### src/rtl/reflet_mem_sequencer_pkg.sv
`default_nettype none
// ============================================================================
// Module  : reflet_mem_sequencer_pkg
// Brief   : Shared state encoding and byte-lane mask helper for the sequencer.
// Revision: 1.0  initial release
// ============================================================================
package reflet_mem_sequencer_pkg;

    typedef enum logic [2:0] {
        ST_IDLE    = 3'd0,
        ST_READ    = 3'd1,
        ST_CAPTURE = 3'd2,
        ST_WRITE   = 3'd3,
        ST_DONE    = 3'd4
    } state_t;

    localparam logic GRANT_INST = 1'b0;
    localparam logic GRANT_DATA = 1'b1;

    // Bit bit_idx of the (1 << (8 << size)) - 1 mask; evaluated per bit so a
    // full-word size never needs a shift wider than the word.
    function automatic logic size_mask_bit(input int size, input int bit_idx);
        if (size > 6) begin
            return 1'b1;
        end
        return bit_idx < (8 << size);
    endfunction

endpackage
`default_nettype wire

### src/rtl/reflet_byte_lane_merge.sv
`default_nettype none
// ============================================================================
// Module  : reflet_byte_lane_merge
// Brief   : Combinational byte-lane extract (reads) and merge (sub-word RMW).
// Revision: 1.0  initial release
// ============================================================================
module reflet_byte_lane_merge
    import reflet_mem_sequencer_pkg::*;
#(
    parameter int WORD_SIZE = 32,
    parameter int OFF_W     = $clog2(WORD_SIZE / 8),
    parameter int SIZE_W    = OFF_W + 1
) (
    input  logic [WORD_SIZE-1:0] old_word,
    input  logic [WORD_SIZE-1:0] wdata,
    input  logic [OFF_W-1:0]     offset,
    input  logic [SIZE_W-1:0]    size,
    output logic [WORD_SIZE-1:0] merged_word,
    output logic [WORD_SIZE-1:0] extracted_read
);

    logic [WORD_SIZE-1:0] mask;
    logic [OFF_W+2:0]     shift;

    assign shift = {offset, 3'b000};

    always_comb begin
        mask = '0;
        for (int i = 0; i < WORD_SIZE; i++) begin
            mask[i] = size_mask_bit(int'(size), i);
        end
    end

    assign extracted_read = (old_word >> shift) & mask;
    assign merged_word    = (old_word & ~(mask << shift)) | ((wdata & mask) << shift);

endmodule
`default_nettype wire

### src/rtl/reflet_mem_sequencer.sv
`default_nettype none
// ============================================================================
// Module  : reflet_mem_sequencer
// Brief   : Round-robin sequencer sharing one single-port RAM between fetch and
//           data ports; sub-word writes run as read-modify-write.
// Revision: 1.0  initial release
// ============================================================================
module reflet_mem_sequencer
    import reflet_mem_sequencer_pkg::*;
#(
    parameter int WORD_SIZE = 32,
    parameter int ADDR_SIZE = 32
) (
    input  logic                              clk,
    input  logic                              reset,
    input  logic                              inst_req,
    input  logic [ADDR_SIZE-1:0]              inst_addr,
    output logic [WORD_SIZE-1:0]              inst_data,
    output logic                              inst_ack,
    input  logic                              data_req,
    input  logic [ADDR_SIZE-1:0]              data_addr,
    input  logic                              data_write_en,
    input  logic [$clog2(WORD_SIZE/8):0]      data_size,
    input  logic [WORD_SIZE-1:0]              data_wdata,
    output logic [WORD_SIZE-1:0]              data_rdata,
    output logic                              data_ack,
    output logic                              data_align_error,
    output logic [ADDR_SIZE-1:0]              ram_addr,
    output logic [WORD_SIZE-1:0]              ram_data_out,
    input  logic [WORD_SIZE-1:0]              ram_data_in,
    output logic                              ram_write_en
);

    localparam int OFF_W  = $clog2(WORD_SIZE / 8);
    localparam int SIZE_W = OFF_W + 1;
    localparam logic [SIZE_W-1:0] FULL_SIZE = SIZE_W'(OFF_W);

    state_t                state_q, state_d;
    logic                  last_grant_q, last_grant_d;
    logic                  gnt_data_q, gnt_data_d;
    logic                  err_q, err_d;
    logic                  we_q, we_d;
    logic [OFF_W-1:0]      offset_q, offset_d;
    logic [SIZE_W-1:0]     size_q, size_d;
    logic [WORD_SIZE-1:0]  wdata_q, wdata_d;
    logic [WORD_SIZE-1:0]  inst_data_q, inst_data_d;
    logic [WORD_SIZE-1:0]  data_rdata_q, data_rdata_d;
    logic [ADDR_SIZE-1:0]  ram_addr_q, ram_addr_d;
    logic [WORD_SIZE-1:0]  ram_data_out_q, ram_data_out_d;

    logic                  grant_data;
    logic [ADDR_SIZE-1:0]  req_addr;
    logic                  misaligned;
    logic                  oversize;
    logic [WORD_SIZE-1:0]  merged_word;
    logic [WORD_SIZE-1:0]  extracted_read;

    reflet_byte_lane_merge #(
        .WORD_SIZE (WORD_SIZE),
        .OFF_W     (OFF_W),
        .SIZE_W    (SIZE_W)
    ) u_merge (
        .old_word       (ram_data_in),
        .wdata          (wdata_q),
        .offset         (offset_q),
        .size           (size_q),
        .merged_word    (merged_word),
        .extracted_read (extracted_read)
    );

    // Inst wins unless data is alone or inst had the previous grant.
    assign grant_data = data_req && (!inst_req || (last_grant_q == GRANT_INST));
    assign req_addr   = grant_data ? data_addr : inst_addr;
    assign oversize   = data_size > FULL_SIZE;

    always_comb begin
        misaligned = 1'b0;
        for (int i = 0; i < OFF_W; i++) begin
            misaligned = misaligned || (data_addr[i] && (int'(data_size) > i));
        end
    end

    always_comb begin
        state_d        = state_q;
        last_grant_d   = last_grant_q;
        gnt_data_d     = gnt_data_q;
        err_d          = err_q;
        we_d           = we_q;
        offset_d       = offset_q;
        size_d         = size_q;
        wdata_d        = wdata_q;
        inst_data_d    = inst_data_q;
        data_rdata_d   = data_rdata_q;
        ram_addr_d     = ram_addr_q;
        ram_data_out_d = ram_data_out_q;

        unique case (state_q)
            ST_IDLE: begin
                if (inst_req || data_req) begin
                    gnt_data_d   = grant_data;
                    last_grant_d = grant_data;
                    err_d        = 1'b0;
                    offset_d     = req_addr[OFF_W-1:0];
                    ram_addr_d   = {req_addr[ADDR_SIZE-1:OFF_W], {OFF_W{1'b0}}};
                    if (grant_data) begin
                        size_d  = data_size;
                        wdata_d = data_wdata;
                        we_d    = data_write_en;
                    end else begin
                        size_d  = FULL_SIZE;
                        we_d    = 1'b0;
                    end

                    if (grant_data && (misaligned || oversize)) begin
                        err_d   = 1'b1;
                        state_d = ST_DONE;
                    end else if (grant_data && data_write_en && (data_size == FULL_SIZE)) begin
                        ram_data_out_d = data_wdata;
                        state_d        = ST_WRITE;
                    end else begin
                        state_d = ST_READ;
                    end
                end
            end
            ST_READ: begin
                state_d = ST_CAPTURE;
            end
            ST_CAPTURE: begin
                if (we_q) begin
                    ram_data_out_d = merged_word;
                    state_d        = ST_WRITE;
                end else begin
                    if (gnt_data_q) begin
                        data_rdata_d = extracted_read;
                    end else begin
                        inst_data_d = ram_data_in;
                    end
                    state_d = ST_DONE;
                end
            end
            ST_WRITE: begin
                state_d = ST_DONE;
            end
            ST_DONE: begin
                state_d = ST_IDLE;
            end
            default: begin
                state_d = ST_IDLE;
            end
        endcase
    end

    always_ff @(posedge clk) begin
        if (reset) begin
            state_q        <= ST_IDLE;
            last_grant_q   <= GRANT_DATA;
            gnt_data_q     <= 1'b0;
            err_q          <= 1'b0;
            we_q           <= 1'b0;
            offset_q       <= '0;
            size_q         <= '0;
            wdata_q        <= '0;
            inst_data_q    <= '0;
            data_rdata_q   <= '0;
            ram_addr_q     <= '0;
            ram_data_out_q <= '0;
        end else begin
            state_q        <= state_d;
            last_grant_q   <= last_grant_d;
            gnt_data_q     <= gnt_data_d;
            err_q          <= err_d;
            we_q           <= we_d;
            offset_q       <= offset_d;
            size_q         <= size_d;
            wdata_q        <= wdata_d;
            inst_data_q    <= inst_data_d;
            data_rdata_q   <= data_rdata_d;
            ram_addr_q     <= ram_addr_d;
            ram_data_out_q <= ram_data_out_d;
        end
    end

    assign inst_data        = inst_data_q;
    assign data_rdata       = data_rdata_q;
    assign ram_addr         = ram_addr_q;
    assign ram_data_out     = ram_data_out_q;
    assign inst_ack         = (state_q == ST_DONE) && !gnt_data_q;
    assign data_ack         = (state_q == ST_DONE) && gnt_data_q;
    assign data_align_error = (state_q == ST_DONE) && gnt_data_q && err_q;
    assign ram_write_en     = (state_q == ST_WRITE);

endmodule
`default_nettype wire

### config.mk
export PLATFORM = sky130hd
export DESIGN_NAME = reflet_mem_sequencer
export DESIGN_NICKNAME = d
export VERILOG_FILES = /design/src/rtl/reflet_mem_sequencer_pkg.sv /design/src/rtl/reflet_byte_lane_merge.sv /design/src/rtl/reflet_mem_sequencer.sv
export SDC_FILE = /design/constraint.sdc
export NUM_CORES = 1
export LEC_CHECK = 0
export ABC_AREA = 1
export BUFFER_PORTS_ARGS = -buffer_cell sky130_fd_sc_hd__buf_2
export CAP_MARGIN = 30
export CELL_PAD_IN_SITES_DETAIL_PLACEMENT = 1
export CELL_PAD_IN_SITES_GLOBAL_PLACEMENT = 2
export CORE_MARGIN = 2
export CORE_UTILIZATION = 27
export CTS_BUF_LIST = sky130_fd_sc_hd__clkbuf_8
export DETAILED_ROUTE_END_ITERATION = 7
export PLACE_DENSITY_LB_ADDON = 0.1
export SETUP_SLACK_MARGIN = 0.1
export SYNTH_ARGS = -nofsm -noshare
export SYNTH_HDL_FRONTEND = slang
export SYNTH_SLANG_ARGS = --single-unit
export TNS_END_PERCENT = 5
### constraint.sdc
create_clock -name clk -period 1.6 [get_ports clk]
set_input_delay 0.08 -clock clk [delete_from_list [all_inputs] [get_ports clk]]
set_output_delay 0.08 -clock clk [all_outputs]
set_load 0.03 [all_outputs]
# After elaboration in Yosys (flattened, before gate mapping)
# Cells that the tools add are included.
dict set report classes {
  n_lt_le_gt_ge 36
  eq_ne 9
  n_shift 4
  mux 48
  bitwise 8
  reduce_logical 22
}
# operator n
set op_table {}
lappend op_table {{$lt 6x32->1 const A} 16}
lappend op_table {{$lt 5x32->1 const A} 8}
lappend op_table {{$mux 32} 5}
lappend op_table {{$lt 4x32->1 const A} 4}
lappend op_table {{$and 32x32->32} 3}
lappend op_table {{$lt 3x32->1 const A} 2}
lappend op_table {{$pmux 32 s2} 1}
lappend op_table {{$shl 32x5->32} 2}
lappend op_table {{$mux 1} 36}
lappend op_table {{$lt 1x32->1 const A} 1}
lappend op_table {{$lt 2x32->1 const A} 1}
lappend op_table {{$not 32->32} 1}
lappend op_table {{$or 32x32->32} 1}
lappend op_table {{$shl 4x3->32 const A} 1}
lappend op_table {{$shr 32x5->32} 1}
lappend op_table {{$mux 3} 4}
lappend op_table {{$pmux 3 s4} 1}
lappend op_table {{$eq 3x2->1 const B} 3}
lappend op_table {{$logic_and 1x1->1} 9}
lappend op_table {{$reduce_and 3->1} 3}
lappend op_table {{$ne 2x2->1 const B} 4}
lappend op_table {{$gt 3x1->1 const B} 2}
lappend op_table {{$reduce_and 5->1} 1}
lappend op_table {{$logic_or 1x1->1} 4}
lappend op_table {{10 further kinds} 13}
dict set report word_totals {
  reg_bits 170
  in_bits 136
  output_inout_bits 132
}

# Longest topological paths before layout
# Gate-level depths: netlist of run 1.
dict set report depth {
  word_depth 9
  mapped_depth 10
}

# Cells and area by module
# A second synthesis of run 1 with hierarchy kept.
dict set report hier_totals {
  cells_unflattened 1347
  area_unflattened_um2 8630.8
}
# module instances cells_per_inst area_each_um2 seq_area_each_um2
set by_module_without_submodules {}
lappend by_module_without_submodules {reflet_mem_sequencer 1 1051 7239.4 3403.3}
lappend by_module_without_submodules {reflet_byte_lane_merge 1 296 1391.3 0.0}

# Worst setup path after synthesis of run 1
# OpenSTA, ideal clock, no wires.
dict set report synth_timing {
  path_type {reg2reg}
  start {reg state_q[0]}
  end {reg data_rdata_q[12], in the netlist data_rdata[12]}
  arrival_time_ns 1.322
  t_required_ns 1.472
  path_slack_ns 0.150
  stages_incl_launch_ff 8
  period_less_slack_ns 1.450
  path_cell_list {dfxtp_1 -> nor3_4 -> nand2_2 -> nor2_8 -> inv_2 -> buf_2 -> a21oi_1 -> nor2_1}
}
dict set report synth_between {
  elab_chain_cells 2
}
# item line_no
set synth_rtl {}
lappend synth_rtl {{start, declared} reflet_mem_sequencer.sv:38} ;# state_t state_q, state_d;
lappend synth_rtl {{start signal, assigned} reflet_mem_sequencer.sv:168} ;# state_q <= state_d;
lappend synth_rtl {{$eq 3x2->1} reflet_mem_sequencer.sv:97} ;# unique case (state_q)
lappend synth_rtl {{$reduce_and 3->1 (no line)} --}
lappend synth_rtl {{end signal, assigned} reflet_mem_sequencer.sv:177} ;# data_rdata_q <= data_rdata_d;
lappend synth_rtl {{end, declared} reflet_mem_sequencer.sv:47} ;# logic [WORD_SIZE-1:0] data_rdata_q, data_rdata_d;
# No other way between the ends.
# A chain may end at the register's enable or synchronous reset.

# Worst setup path in the final report of run 1
dict set report layout_timing {
  start {reg state_q[1]}
  end {reg inst_data_q[17], in the netlist inst_data[17]}
}
dict set report layout_between {
  elab_chain_cells 2
}
# item line_no
set layout_rtl {}
lappend layout_rtl {{$eq 3x2->1} reflet_mem_sequencer.sv:97}
lappend layout_rtl {{$reduce_and 3->1 (no line)} --}
lappend layout_rtl {{end signal, assigned} reflet_mem_sequencer.sv:176} ;# inst_data_q <= inst_data_d;
lappend layout_rtl {{end, declared} reflet_mem_sequencer.sv:46} ;# logic [WORD_SIZE-1:0] inst_data_q, inst_data_d;
# No other way between the ends.

==> results.yml, run 1 <==
synth:
  ys_warn_count: 0
  synth.distinct_cells: 35
  synth_area_um2: 7769
  synth.yosys.seq_area_share_pct: 43.81
  synthCells: 1098
  synth.avg_cell_area_um2: 7.075
  ys_seq_elements: 170
cells_and_area:
  area_growth_pct: 56.50
  final_net_count: 1669
  drive_above_1_share_pct: 29.64
  fillers: 3620
  instances_no_fill: 1930
critical_path:
  critical_path_class: "register to register"
  critPathSlowestCell: "dfxtp_2"
  start_kind: "register"
  cp_slowest_stage_delay_ps: 370
  reg2regPathDepth: 9
  required_ps: 1990
  cp-end-kind: "register"
  path_cells: "inv_2, nor3_4, buf_6, nand2_8, nor2_4, buf_12, clkbuf_16, o21ai_0, a21oi_1"
  crit_fanout: 10
  cp_data_arrival_time_ps: 2050
clocking:
  cts.path.max_buffers: 2
  h-tree-depth: 4
  cts_buffers: 17
  clk-insertion-delay-late_ps: 470
  cts_num_sinks: 170
  root_buffer: "clkbuf_8"
  cts_tree: "done"
  clk_pin_slew_worst_paths_ps: 90
power_and_ir_drop:
  power.density_nw_per_um2: 1094
  p_leak_nw: 5.613
  power_w: 0.01330
  ir_worst_vdd_uv: 462.0
placement:
  port_buffers: 265
  place_hpwl_mm: 26.12
  place_congestion: 0.8344
  post-place-cells: 1750
global_routing:
  grt_max_degree: 63
  grt-ovfl-total: 0
  grt_pass1_wl_mm: 56.24
  antenna_found_initial: 1
  grt_pass1_vias: 9615
  grt_usage_pct: 23.97
job:
  drv_cap: 0
sta:
  fin_crit_ps: 1657
  skew_ps: 19.92
  setup_ws_ps: -57.05
  rsz0062_at_grt: "yes"
  maxSlewHeadroom_pct: 66.93
  final.period_utilization_pct: 103.6
  max_freq_ghz: 0.6035
  worst_slew_pin_slew_ps: 490.8
  final_max_slew_viol_count: 0
  setup_viol_count_final: 36
  hold_viol: 0
route:
  vias: 9352
  first_iter_violations: 600
  wl_per_cell_um: 19.39
  drc: 0
  drt-pass1-iter-count: 5
  postRouteAntennaNets: 0
  routed_wl_mm: 37.42
  routed_via_density: 4.846
die:
  die_x_um: 173.6
  die_h_um: 173.6
  core_um2: 28550
  rows: 62
  io_pins: 268
  start_util_pct: 27.21
  die_area_um2: 30150
worst_hold_path:
  hold_path_class: "input pin to register"
  whs_path_depth: 5
run_status:
  status: "complete, but fails checks"
  failed_checks: "setup timing"
[kinds of logic (layout without fill, tap and decap cells)]
logic type	count (synthesis)	after routing	share of synthesized area [%]
AO/OA/AOI/OAI	394	394	26.75
AND/OR/NAND/NOR	371	372	20.45
flip-flops	170	170	43.81
buffers and inverters	162	607	8.938
other	1	3	0.04827
[per-layer routing]
layer | wire, um | vias to the layer above | part of all wire (%) | track usage (%)
met2 | 18010 | 246 | 48 | 40.30
met5 | 0 | - | 0 | 0
met3 | 1482 | 35 | 4.0 | 3.662
li1 | - | 4568 | - | -
met1 | 17270 | 4503 | 46 | 32.06
met4 | 658 | 0 | 1.8 | 6.443
[layout make-up]
cell class                 instances  area, um2  area share [%]
inverter                          84      322.8           2.655
clock inverter                    14      147.6           1.214
antenna                            1      2.502         0.02058
multi-input combinational        768       3872           31.85
clock buffer                      17      234.0           1.924
timing repair buffer             492       3687           30.33
sequential                       170       3411           28.05
tap                              384      480.5           3.952
[metrics by stage]
step / setup TNS [ps] / utilization, % / instance area (um2) / worst slack [ps] / hold slack, ps
CTS: -225.2 / 41.29 / 11790 / -29.39 / 14.43
global route: -8679 / 42.59 / 12160 / -148.0 / 60.67
finish: -1028 / 42.59 / 12160 / -57.05 / 46.79
floorplan: 0 / - / 7772 / 150.2 / 207.6
detailed placement: -1400 / 35.01 / 9996 / -103.2 / 339.5
global placement: -1543 / 35.01 / 9996 / -161.8 / 335.2
[sequential cells by signal (all words and copies together), names as in the netlist]
name / cells
ram_data_out: 32
ram_addr: 30
last_grant_q: 1
gnt_data_q: 1
state_q: 3
we_q: 1
inst_data: 32
data_rdata: 32
err_q: 1
wdata_q: 32
offset_q: 2
size_q: 3
[repair_timing]
| item | in CTS | in global routing |
|---|---|---|
| endpoints found under the setup margin | 81 | 141 |
| endpoints found under the hold margin | 125 | 0 |
| hold buffers | 131 | 0 |
| setup buffers | 1 | 11 |
| cloned | 0 | 5 |
| gates resized for setup | 39 | 63 |
| pin swaps | 5 | 13 |
[placed cells by master, fill, tap and decap left out, drive strengths merged]
master	Yosys	routed
a211oi	7	7
a21oi	183	183
a221oi	2	2
a22oi	6	6
a2bb2oi	8	8
buf	33	357
bufinv	0	2
clkbuf	45	21
clkinv	2	2
clkinvlp	0	5
conb	1	2
dfxtp	170	170
diode	0	1
dlygate4sd3	0	131
inv	82	89
nand2	177	178
nand3	49	49
nand3b	3	3
nand4	13	13
nor2	126	126
nor3	2	2
nor3b	1	1
o211a	2	2
o21ai	175	175
o221ai	2	2
o22ai	9	9
[critical path, delay by kind of cell, from the launching register on]
family	cells	cell delay, ps
flops	1	370
buf+inv	4	510
simple gates	3	500
compound gates	2	190
[power by group]
group          leakage (nW)  internal [W]  switching [W]
Sequential             1.39       0.00472       0.000315
Combinational          4.04       0.00190        0.00317
Clock                 0.185       0.00139        0.00181
[Yosys cell counts (all sizes together)]
cell type  number  area, um2
a21oi         183      923.4
nand2         177      684.4
o21ai         175      875.8
dfxtp         170       3403
nor2          126      511.7
inv            82      307.8
nand3          49      260.3
clkbuf         45      168.9
buf            33      210.2
nand4          13      81.33
o22ai           9      56.30
a2bb2oi         8      70.07
a211oi          7      52.55
a22oi           6      45.04
nand3b          3      22.52
a221oi          2      17.52
clkinv          2      7.510
nor3            2      21.27
o211a           2      20.02
o221ai          2      17.52
conb            1      3.750
nor3b           1      7.510
[final timing paths]
check                        end  slack [ps]      startpoint
setup / recovery   inst_data[17]         -60      state_q[1]
hold / removal              we_q          50   data_write_en
setup reg to reg   inst_data[17]         -60      state_q[1]
hold reg to reg   data_rdata[25]         470  data_rdata[25]
Note: power is estimated with default switching activity, not from simulation.
==> run 2: changes to the inputs <==
- REMOVE_ABC_BUFFERS: default -> 1
==> run 2 against run 1 <==
Effect of this change: the run now ends clean; via count is 2.0% lower; routed wire length is 4.0% lower; sequential share of layout area is 0.87 points higher; flip-flop and latch count stayed put; core utilization is 1.3 points lower; clock power is 2% lower; combinational power is 4.3% lower; register-to-register slack better by 90 ps; worst hold slack worse by 17 ps.
==> results.yml, run 2 (synthesized netlist as in run 1, its figures left out) <==
critical_path:
  cp-end-kind: "register"
  path_cells: "buf_4, nor2_1, buf_6, nand3_1, o21ai_0, a21oi_1, a21oi_1, nor2_1, nor2_1"
  cp_data_arrival_time_ps: 2000
  worstSetupPathDepth: 9
  start_kind: "register"
  crit_buf_inv: 2
  reg2regPathDepth: 9
  required_ps: 2020
  r2r-end: "ram_data_out[18]"
  r2r_setup_slack_ps: 30
  crit_fanout: 11
  critPathTopFamily: "simple AND/OR/NAND/NOR gates"
  cp_slowest_stage_delay_ps: 360
  critPathSlowestCell: "dfxtp_1"
  critical_path_class: "register to register"
  reg2reg_from: "offset_q[1]"
  cpMostUsedCell: "nor2_1"
cells_and_area:
  final_core_util_pct: 41.32
  final_cell_mix: "buf_2 (261), a21oi_1 (181), nand2_1 (168)"
  drive_above_1_share_pct: 26.96
  final_common_cell: "buf_2"
  area_growth_pct: 51.83
  instances_no_fill: 1906
  final_net_count: 1644
sta:
  worst_slew_pin_slew_ps: 570.0
  fin_crit_ps: 1571
  rsz0062_at_grt: "yes"
  final.period_utilization_pct: 98.19
  skew_ps: 22.59
  setup_viol_count_final: 0
  hold_slack_ps: 29.33
  max_freq_ghz: 0.6365
  hold_viol: 0
  maxSlewHeadroom_pct: 62.00
  final_max_slew_viol_count: 0
  tns_ps: 0
power_and_ir_drop:
  pwr-share-comb_pct: 37.3
  p_leak_nw: 5.459
  swShare_pct: 40.17
  power.internal_w: 0.007778
  power.density_nw_per_um2: 1102
  power_frac_clock_pct: 24.1
  seqPwrFrac_pct: 38.5
  power_w: 0.01300
  ir_worst_vdd_uv: 392.4
  p_switching_w: 0.005221
clocking:
  h-tree-depth: 4
  cts_num_sinks: 170
  root_buffer: "clkbuf_8"
  clk-insertion-delay-late_ps: 480
  cts_buffers: 17
  cts.path.max_buffers: 2
  clk_pin_slew_worst_paths_ps: 110
  cts_tree: "done"
job:
  drv_cap: 0
global_routing:
  grt_pass1_vias: 9597
  grt_max_degree: 49
  antenna_found_initial: 1
  grt_pass1_wl_mm: 55.18
  grt_usage_pct: 23.54
  grt-ovfl-total: 0
worst_hold_path:
  hold_path_class: "input pin to register"
  whs_path_depth: 5
  hold_start: "data_req"
  min_to: "we_q"
placement:
  post-place-cells: 1742
  place_hpwl_mm: 25.32
  place_congestion: 0.8450
  port_buffers: 265
route:
  vias: 9169
  routed_wl_mm: 35.91
  routed_via_density: 4.811
  postRouteAntennaNets: 0
  drc: 0
  first_iter_violations: 331
  drt-pass1-iter-count: 4
  wl_per_cell_um: 18.84
die:
  die_h_um: 173.6
  start_util_pct: 27.21
  die_area_um2: 30150
  core_um2: 28550
  die_x_um: 173.6
  io_pins: 268
  rows: 62
run_status:
  status: "finished, final reports clean"
==> run 2: through the flow <==
stage	setup slack (ps)	area (um2)
after detailed placement	-7.386	9975
after CTS	15.64	11720
final	28.93	11800
after global routing	-89.77	11800
after floorplan	-1584	7393
after global placement	-8.074	9975
==> run 2: worst reg2reg max path, stage by stage (launching register included) <==
cell	delay (ps)
dfxtp_1	360
buf_4	170
nor2_1	150
buf_6	220
nand3_1	100
o21ai_0	110
a21oi_1	100
a21oi_1	180
nor2_1	70
nor2_1	80
==> run 2: layout make-up <==
class                   instances  area, um2
repair buffers                468       3442
clock inverters                14      135.1
diodes                          1      2.502
clock buffers                  18      247.7
well taps                     384      480.5
inverters                      84      331.6
multi-input cells             767       3744
flip-flops and latches        170       3412
fillers                      3595      16750
==> run 2: worst max-delay path by stage <==
stage / endpoint / start
4_1_cts: data_align_error / state_q[0]
5_1_grt: inst_data[28] / state_q[0]
2_1_floorplan: wdata_q[0] / last_grant_q
3_5_place_dp: ram_data_out[30] / offset_q[0]
3_3_place_gp: ram_data_out[18] / offset_q[1]
6_report: ram_data_out[18] / offset_q[1]
==> run 2: layer usage <==
| layer | wire (um) | share of wire [%] | GRT usage, % | up-vias |
|---|---|---|---|---|
| li1 | - | - | - | 4506 |
| met1 | 16410 | 46 | 30.13 | 4427 |
| met2 | 17430 | 49 | 41.22 | 206 |
| met3 | 1471 | 4.1 | 4.232 | 30 |
| met4 | 591 | 1.6 | 5.427 | 0 |
| met5 | 0 | 0 | 0 | - |
==> run 2: what timing repair did <==
| action | 4_1_cts | 5_1_grt |
|---|---|---|
| gates cloned | 0 | 0 |
| resized for setup | 17 | 40 |
| hold endpoints to repair | 123 | 0 |
| pin swaps | 4 | 2 |
| endpoints found under the setup margin | 103 | 158 |
| hold buffers | 130 | 0 |
| buffers inserted | 1 | 0 |
==> run 2: power groups by stage <==
| stage | clock, W | sequential [W] | combinational [W] |
|---|---|---|---|
| after floorplan | 0 | 0.00571 | 0.00166 |
| after global placement | 0 | 0.00509 | 0.00449 |
| after detailed placement | 0 | 0.00509 | 0.00450 |
| after CTS | 0.00324 | 0.00501 | 0.00480 |
| after global routing | 0.00340 | 0.00508 | 0.00525 |
| final | 0.00314 | 0.00501 | 0.00485 |
